<file path="src/rtl/sevenseg_scan_driver_if.sv">
// sevenseg_scan_driver_if: digit load bus and scanned display outputs of the 7-segment driver.
interface sevenseg_scan_driver_if;
   logic       load;
   logic [3:0] d3;
   logic [3:0] d2;
   logic [3:0] d1;
   logic [3:0] d0;
   logic [3:0] dp_in;
   logic [3:0] an;
   logic [6:0] seg;
   logic       dp;
   logic       frame_done;
   modport master (output load, d3, d2, d1, d0, dp_in, input an, seg, dp, frame_done);
   modport slave (input load, d3, d2, d1, d0, dp_in, output an, seg, dp, frame_done);
endinterface

</file>
<file path="src/rtl/sevenseg_scan_driver.sv">
// sevenseg_scan_driver: 4-digit multiplexed 7-segment driver with frame-aligned digit updates.
// Optional SEVENSEG_LEADING_ZERO_BLANK_EN blanks leading zero digits 3..1.
module sevenseg_scan_driver #(
   parameter int SCAN_DIV = 50000,
   parameter int CNT_W = 16
) (
   input logic clk,
   input logic rst,
   sevenseg_scan_driver_if.slave bus
);
   logic [CNT_W-1:0] cnt;
   logic [1:0] idx;
   logic [3:0][3:0] din, pend, disp;
   logic [3:0] pend_dp, disp_dp, cur;
   logic pend_flag, tick, boundary, blank;
   function automatic logic [6:0] decode(input logic [3:0] v);
      case (v)
         4'd0: decode = 7'b1000000;
         4'd1: decode = 7'b1111001;
         4'd2: decode = 7'b0100100;
         4'd3: decode = 7'b0110000;
         4'd4: decode = 7'b0011001;
         4'd5: decode = 7'b0010010;
         4'd6: decode = 7'b0000010;
         4'd7: decode = 7'b1111000;
         4'd8: decode = 7'b0000000;
         4'd9: decode = 7'b0010000;
         default: decode = 7'b0111111;
      endcase
   endfunction
   assign din = {bus.d3, bus.d2, bus.d1, bus.d0};
   assign tick = cnt == CNT_W'(SCAN_DIV - 1);
   assign boundary = tick && idx == 2'd3;
   assign cur = disp[idx];
`ifdef SEVENSEG_LEADING_ZERO_BLANK_EN
   always_comb blank = idx == 2'd3 ? disp[3] == '0 :
                       idx == 2'd2 ? disp[3:2] == '0 :
                       idx == 2'd1 ? disp[3:1] == '0 : 1'b0;
`else
   assign blank = 1'b0;
`endif
   always_ff @(posedge clk) begin
      if (rst) begin
         cnt <= '0;
         idx <= '0;
         pend <= '0;
         disp <= '0;
         pend_dp <= '0;
         disp_dp <= '0;
         pend_flag <= 1'b0;
         bus.an <= 4'b1111;
         bus.seg <= 7'b1111111;
         bus.dp <= 1'b1;
         bus.frame_done <= 1'b0;
      end else begin
         cnt <= tick ? '0 : cnt + 1'b1;
         idx <= tick ? idx + 2'd1 : idx;
         bus.frame_done <= boundary;
         // a load landing on the boundary bypasses pending so it is not delayed a frame
         if (boundary) begin
            disp <= bus.load ? din : pend_flag ? pend : disp;
            disp_dp <= bus.load ? bus.dp_in : pend_flag ? pend_dp : disp_dp;
            pend_flag <= 1'b0;
         end else if (bus.load) begin
            pend <= din;
            pend_dp <= bus.dp_in;
            pend_flag <= 1'b1;
         end
         bus.an <= blank ? 4'b1111 : ~(4'b0001 << idx);
         bus.seg <= blank ? 7'b1111111 : decode(cur);
         bus.dp <= blank | ~disp_dp[idx];
      end
   end
endmodule

</file>
<file path="src/flat_wrapper.sv">
// flat-port wrapper written by rule: the top's interface ports become plain ports
module sevenseg_scan_driver_flat 
#(
   parameter int SCAN_DIV = 50000,
   parameter int CNT_W = 16
)
  (clk, rst, bus_load, bus_d3, bus_d2, bus_d1, bus_d0, bus_dp_in, bus_an, bus_seg, bus_dp, bus_frame_done);
  sevenseg_scan_driver_if bus_i ();
  input logic clk;
  input logic rst;
  input wire logic [$bits(bus_i.load)-1:0] bus_load;
  input wire logic [$bits(bus_i.d3)-1:0] bus_d3;
  input wire logic [$bits(bus_i.d2)-1:0] bus_d2;
  input wire logic [$bits(bus_i.d1)-1:0] bus_d1;
  input wire logic [$bits(bus_i.d0)-1:0] bus_d0;
  input wire logic [$bits(bus_i.dp_in)-1:0] bus_dp_in;
  output wire logic [$bits(bus_i.an)-1:0] bus_an;
  output wire logic [$bits(bus_i.seg)-1:0] bus_seg;
  output wire logic [$bits(bus_i.dp)-1:0] bus_dp;
  output wire logic [$bits(bus_i.frame_done)-1:0] bus_frame_done;
  assign bus_i.load = bus_load;
  assign bus_i.d3 = bus_d3;
  assign bus_i.d2 = bus_d2;
  assign bus_i.d1 = bus_d1;
  assign bus_i.d0 = bus_d0;
  assign bus_i.dp_in = bus_dp_in;
  assign bus_an = bus_i.an;
  assign bus_seg = bus_i.seg;
  assign bus_dp = bus_i.dp;
  assign bus_frame_done = bus_i.frame_done;
  sevenseg_scan_driver #(.SCAN_DIV(SCAN_DIV), .CNT_W(CNT_W)) u_core (.clk(clk), .rst(rst), .bus(bus_i));
endmodule
</file>
<file path="config.mk">
export PLATFORM = sky130hd
export DESIGN_NAME = sevenseg_scan_driver_flat
export DESIGN_NICKNAME = d
export VERILOG_FILES = /design/src/rtl/sevenseg_scan_driver_if.sv /design/src/rtl/sevenseg_scan_driver.sv /design/src/flat_wrapper.sv
export SDC_FILE = /design/constraint.sdc
export NUM_CORES = 1
export LEC_CHECK = 0
export BUFFER_PORTS_ARGS = -buffer_cell sky130_fd_sc_hd__buf_2
export CAP_MARGIN = 25
export CORE_MARGIN = 2
export CORE_UTILIZATION = 66
export CTS_BUF_LIST = sky130_fd_sc_hd__clkbuf_8
export CTS_CLUSTER_DIAMETER = 80
export CTS_CLUSTER_SIZE = 20
export DETAILED_ROUTE_END_ITERATION = 12
export PLACE_DENSITY = 0.87
export SLEW_MARGIN = 20
export SYNTH_ARGS = -nofsm -noshare
export SYNTH_HDL_FRONTEND = slang
export SYNTH_SLANG_ARGS = --single-unit
</file>
<file path="constraint.sdc">
create_clock -name clk -period 7.3 [get_ports clk]
set_input_delay 1.46 -clock clk [delete_from_list [all_inputs] [get_ports clk]]
set_output_delay 1.46 -clock clk [all_outputs]
set_load 0.02 [all_outputs]
</file>
==> run metrics, run 1 <==
EDFF count, synth 0; first-pass GRT wire length 13.3 mm; RSZ-0062 raised after global routing false; clock latency on the worst-skew pair 0.35 ns; drt wl/cell 15.2 um; Synth Register Bits 72; remaining antenna violation count after routing 0; Clock Tree Buf Depth 2; H-Tree Depth 3; crit path kind in -> reg; CP required 7.54 ns; CTS tree done; GPL Wtd Cong 0.824; Top Ports 36; WL final 7.95 mm; leading cell type in the layout, fill and taps excluded dfxtp_1; Worst Hold Class reg -> reg; Place WS 3.66 ns; largest net degree at the start of global routing 63; layout cell share with drive strength beyond 1 19.7%; detailed placer's ending HPWL 4.98 mm; GRT Util Overall 26.7%; post-synthesis async set-or-reset flop share 0%; Clock transition at path regs 0.07 ns; # diodes 0; CP endpoint kind flip-flop; min Tclk post-route 3.31 ns; vias in the first global route 2896; MaxCap Viol Count 0; drc violations 0; Slew headroom 35.9%; NumNets Final 480; Syn Nets 465; Final period util 45.3%; Yosys Warn Count 0; Final Cell Area 4130 um^2; worst path arrival time 3.55 ns; Synth Instances 431; PortBufs 35; Vias per Instance 6.03; Starting Density 68.5%; post_cts resized 0; skew final 0.00881 ns; Peak VDD IR 0.000149 V; register-to-register setup slack 4.39 ns; cell leakage power 1.48 nW; Setup Buffers After CTS 0; synth unique cells 40; full die area 6370 um^2; Initial DRT Pass Iterations 4; final worst slack 3.99 ns; core area 5540 um^2; Power Density 193 nW/um^2; crit path max fanout 61; Fmax achieved 0.302 GHz; Num CTS Buffers 9; die width 79.8 um; status completed; nature of the critical path startpoint input pin; prevailing post-synth register cell dfxtp_1; Vias 3154; final hold vios 0; clock sink total 72; die height 79.8 um; Setup TNS Final 0 ns; Syn Std Cell Area 3800 um^2; hold buffers post-CTS 0; Final setup viols 0; Slew Viols, Final 0; most frequent cells in the layout 72 x dfxtp_1, 52 x nand2_1, 35 x buf_2; worst-margin pin slew 0.961 ns; area delta synth->final 8.90%; site row count 27; area post-placement 3940 um^2; gr ovfl total 0; root buffer cell clkbuf_8; Initial DRC Count 183; antenna violations before repair 0; sequential area share after synthesis 38.0%; average size of a mapped cell 8.81 um^2
## worst paths after layout
check | end | from | cells after the start
worst min-delay path | u_core.cnt[0] | u_core.cnt[0] | 1
worst max-delay path | u_core.disp[7] | bus_load | 5
worst max register to register | u_core.disp[7] | u_core.cnt[0] | 6
worst min register to register | u_core.cnt[0] | u_core.cnt[0] | 1
## cell families after synthesis
group,Yosys count,synth area share (%)
simple gates,191,27.7
compound gates,76,13.4
flops,72,38.0
buf+inv,42,5.11
mux,27,9.43
xor+xnor,12,2.77
fa+ha+maj,11,3.63
## synth_stat cells, types with 11 or more instances
library cell  instances  area share, %
nor2_1               23            2.3
nand2b_1             28            4.6
or4_1                21            4.2
clkbuf_1             27            2.7
o311ai_1             20            4.6
ha_1                 11            3.6
nand2_1              52            5.1
nand3_1              24            3.2
a21oi_1              28            3.7
mux2_2               20            5.9
nor2b_1              20            3.3
dfxtp_1              72             38
o21a_1               19            3.8
## cell type report
cell class                 count  area [um^2]
tap                           72         90.1
clock inverter                 6         58.8
clock buffer                  10          138
timing repair buffer          40          220
sequential                    72         1440
inverter                       6         22.5
fill                         409         1410
multi-input combinational    317         2160
## worst max-delay path, cell delays in order
cell	delay, ns
buf_2	0.68
nor2_1	0.19
nor4b_4	0.63
buf_8	0.24
mux2_2	0.34
## layer usage
layer / part of all wire, % / GRT usage [%]
met1: 45 / 33.0
met2: 49 / 45.3
met3: 4.4 / 4.98
met4: 1.8 / 12.0
met5: 0 / 0
## flip-flops by register name, indices dropped and copies added, names as in the netlist, 2 cells and up
name,count
u_core.cnt,16
u_core.disp,16
u_core.pend,16
u_core.bus.seg,7
u_core.bus.an,4
u_core.disp_dp,4
u_core.pend_dp,4
u_core.idx,2
## report_power, final
part	switching, W	internal [W]	leakage [nW]	total [W]
combinational	0.0000383	0.0000261	0.786	0.0000643
clock	0.000152	0.000165	0.106	0.000318
sequential	0.00000704	0.000407	0.590	0.000414
total	0.000198	0.000598	1.48	0.000796
## per-stage QoR
step	hold slack [ns]	power, W	cells	utilization (%)
2_1_floorplan	0.426	0.000469	431	-
3_3_place_gp	0.441	0.000484	506	70.8
3_5_place_dp	0.468	0.000487	507	71.1
4_1_cts	0.486	0.000799	523	74.6
5_1_grt	0.500	0.000826	523	74.6
6_report	0.477	0.000796	523	74.6
Power figures use the tool's default switching activity.
==> run 2, diff against run 1 <==
--- a/config.mk
+++ b/config.mk
@@ -8,12 +8,12 @@
 export BUFFER_PORTS_ARGS = -buffer_cell sky130_fd_sc_hd__buf_2
 export CAP_MARGIN = 25
 export CORE_MARGIN = 2
-export CORE_UTILIZATION = 66
+export CORE_UTILIZATION = 55
 export CTS_BUF_LIST = sky130_fd_sc_hd__clkbuf_8
 export CTS_CLUSTER_DIAMETER = 80
 export CTS_CLUSTER_SIZE = 20
 export DETAILED_ROUTE_END_ITERATION = 12
-export PLACE_DENSITY = 0.87
+export PLACE_DENSITY = 0.78
 export SLEW_MARGIN = 20
 export SYNTH_ARGS = -nofsm -noshare
 export SYNTH_HDL_FRONTEND = slang
==> constraint.sdc (replaced) <==
create_clock -name clk -period 3 [get_ports clk]
set_input_delay 0.6 -clock clk [delete_from_list [all_inputs] [get_ports clk]]
set_output_delay 0.6 -clock clk [all_outputs]
set_load 0.02 [all_outputs]
==> run 2 against run 1 <==
Sequential power rose by 140%; clock power rose to 2.6 times the previous value; via count fell by 0.86%; flip-flop and latch count did not move; worst setup slack got worse by 3.5 ns; cell count rose by 2.5%; critical endpoint is now u_core.disp[2].
==> run metrics, run 2 (synthesis results as in run 1) <==
status completed; RSZ-0062 raised after global routing false; Sw Pwr 0.000512 W (+160%); Slew headroom 53.8% (+18 points); Num CTS Buffers 9 (unchanged); clock latency on the worst-skew pair 0.36 ns (about the same); detailed placer's ending HPWL 5.16 mm (+3.6%); Setup Buffers After CTS 0 (unchanged); crit path max fanout 16 (-74%); GR Layer Usage met3 3.22% (-1.8 points); most frequent cells in the layout 72 x dfxtp_1, 52 x nand2_1, 35 x buf_2; gr ovfl total 0 (unchanged); H-Tree Depth 3 (unchanged); hold buffers post-CTS 0 (unchanged); combinational share of power 8.1% (about the same); core area 6720 um^2 (+21%); WL final 7.82 mm (-1.6%); full die area 7580 um^2 (+19%); nature of the critical path startpoint flip-flop; leading cell type in the layout, fill and taps excluded dfxtp_1; Reg area 1440 um^2 (unchanged); Worst Hold Class reg -> reg; GRT Util Overall 22.2% (-4.6 points); Peak VDD IR 0.000258 V (+73%); final hold vios 0 (unchanged); Initial DRC Count 171 (-6.6%); clock sink total 72 (unchanged); Clock transition at path regs 0.08 ns (about the same); Power Density 472 nW/um^2 (+150%); die width 87.1 um (+9.1%); MaxCap Viol Count 0 (unchanged); min Tclk post-route 2.55 ns; GPL Wtd Cong 0.876 (+6.3%); Clock Tree Buf Depth 2 (unchanged); Sw Ratio 25.8% (+0.94 points); root buffer cell clkbuf_8; Final setup viols 0 (unchanged); die height 87.1 um (+9.1%); Vias 3127 (-0.86%); cell leakage power 1.51 nW (+1.9%); site row count 30 (+11%); PortBufs 35 (unchanged); met2 usage 36.4% (-8.9 points); Initial DRT Pass Iterations 4 (unchanged); area of the multi-input gates 2160 um^2 (-0.12%); Fmax achieved 0.392 GHz; worst path arrival time 2.79 ns (-0.76 ns); CP required 3.24 ns (-4.30 ns); layout cell share with drive strength beyond 1 20.4% (+0.66 points); Cell Int Power 0.00147 W (+150%); first-pass GRT wire length 13.3 mm (about the same); Clk pwr share 41.2% (+1.3 points); # diodes 0 (unchanged); Critical Path Most Common Cell or4_4; area delta synth->final 10.9%; overall power 0.00199 W (+150%); NumNets Final 485 (+1.0%); worst-margin pin slew 0.691 ns (-0.270 ns); crit path kind reg -> reg; vias in the first global route 2968 (+2.5%); Largest regs u_core.cnt (16), u_core.disp (16), u_core.pend (16); crit-path max cell delay 0.55 ns (-0.13 ns); CTS tree done; Final period util 85.1%; largest net degree at the start of global routing 77 (+22%); crit path max-delay cell type or4_4; skew final 0.0141 ns (+0.00529 ns); crit-path cells or4_4 > or4_4 > nor4b_4 > buf_12 > mux2_2; sequential power share 50.7% (-1.3 points); Starting Density 56.5% (-12 points); GRT Max-Usage Layer met2; antenna violations before repair 0 (unchanged); Vias per Instance 5.83 (-3.3%); met1 usage 27.9% (-5.1 points); fillcell total 578 (+41%); drt wl/cell 14.6 um (-4.0%); CP endpoint kind flip-flop; remaining antenna violation count after routing 0 (unchanged); Setup TNS Final 0 ns (unchanged); post_cts resized 0 (unchanged); Top Ports 36 (unchanged); drc violations 0 (unchanged); Slew Viols, Final 0 (unchanged)
## run 2: changes by cell type in the layout (fill, tap and decap cells not counted), moves of 2 or more
cell      change
buf_12        +2
buf_4         +4
inv_6         +4
clkinv_2      -4
## run 2: stage by stage
stage | setup WS (ns) | area, um^2 | hold slack (ns) | utilization (%) | std cells
final | 0.448 | 4210 | 0.472 | 62.7 | 536
after floorplan | 0.694 | 3800 | 0.426 | - | 431
after CTS | 0.443 | 4210 | 0.471 | 62.7 | 536
after global placement | 0.524 | 4000 | 0.442 | 59.5 | 520
after global routing | 0.324 | 4210 | 0.489 | 62.7 | 536
after detailed placement | 0.465 | 4000 | 0.450 | 59.5 | 520
## run 2: cell type report
class	instances	area share, %
clock buffers	10	3.27
clock inverters	6	1.72
inverters	6	0.535
multi-input cells	317	51.3
flip-flops and latches	72	34.2
well taps	80	2.38
repair buffers	45	6.54
## run 2: metal layers
layer | share of wire [%] | vias up | wire (um)
met5 | 0 | - | 0
li1 | - | 1575 | -
met1 | 45 | 1462 | 3550
met4 | 3.6 | 0 | 278
met2 | 48 | 68 | 3720
met3 | 3.5 | 22 | 273
## run 2: critical path: cells and delay by family (launching register included)
| kind | cells | cell delay [ns] |
|---|---|---|
| buffers and inverters | 1 | 0.22 |
| DFF | 1 | 0.35 |
| muxes | 1 | 0.34 |
| and+or+nand+nor | 3 | 1.54 |
## run 2: worst paths after layout
check / start / depth (start not counted) / endpoint / slack [ns]
worst max-delay path: u_core.cnt[7] / 5 / u_core.disp[2] / 0.45
worst min-delay path: u_core.cnt[0] / 1 / u_core.cnt[0] / 0.47
worst max register to register: u_core.cnt[7] / 5 / u_core.disp[2] / 0.45
worst min register to register: u_core.cnt[0] / 1 / u_core.cnt[0] / 0.47
## run 2: power groups by stage
stage               logic (W)  clock network (W)  registers [W]
floorplan            0.000108                  0        0.00103
finish               0.000161           0.000818        0.00101
global placement     0.000157                  0        0.00103
CTS                  0.000161           0.000834        0.00101
global route         0.000181           0.000871        0.00101
detailed placement   0.000161                  0        0.00103
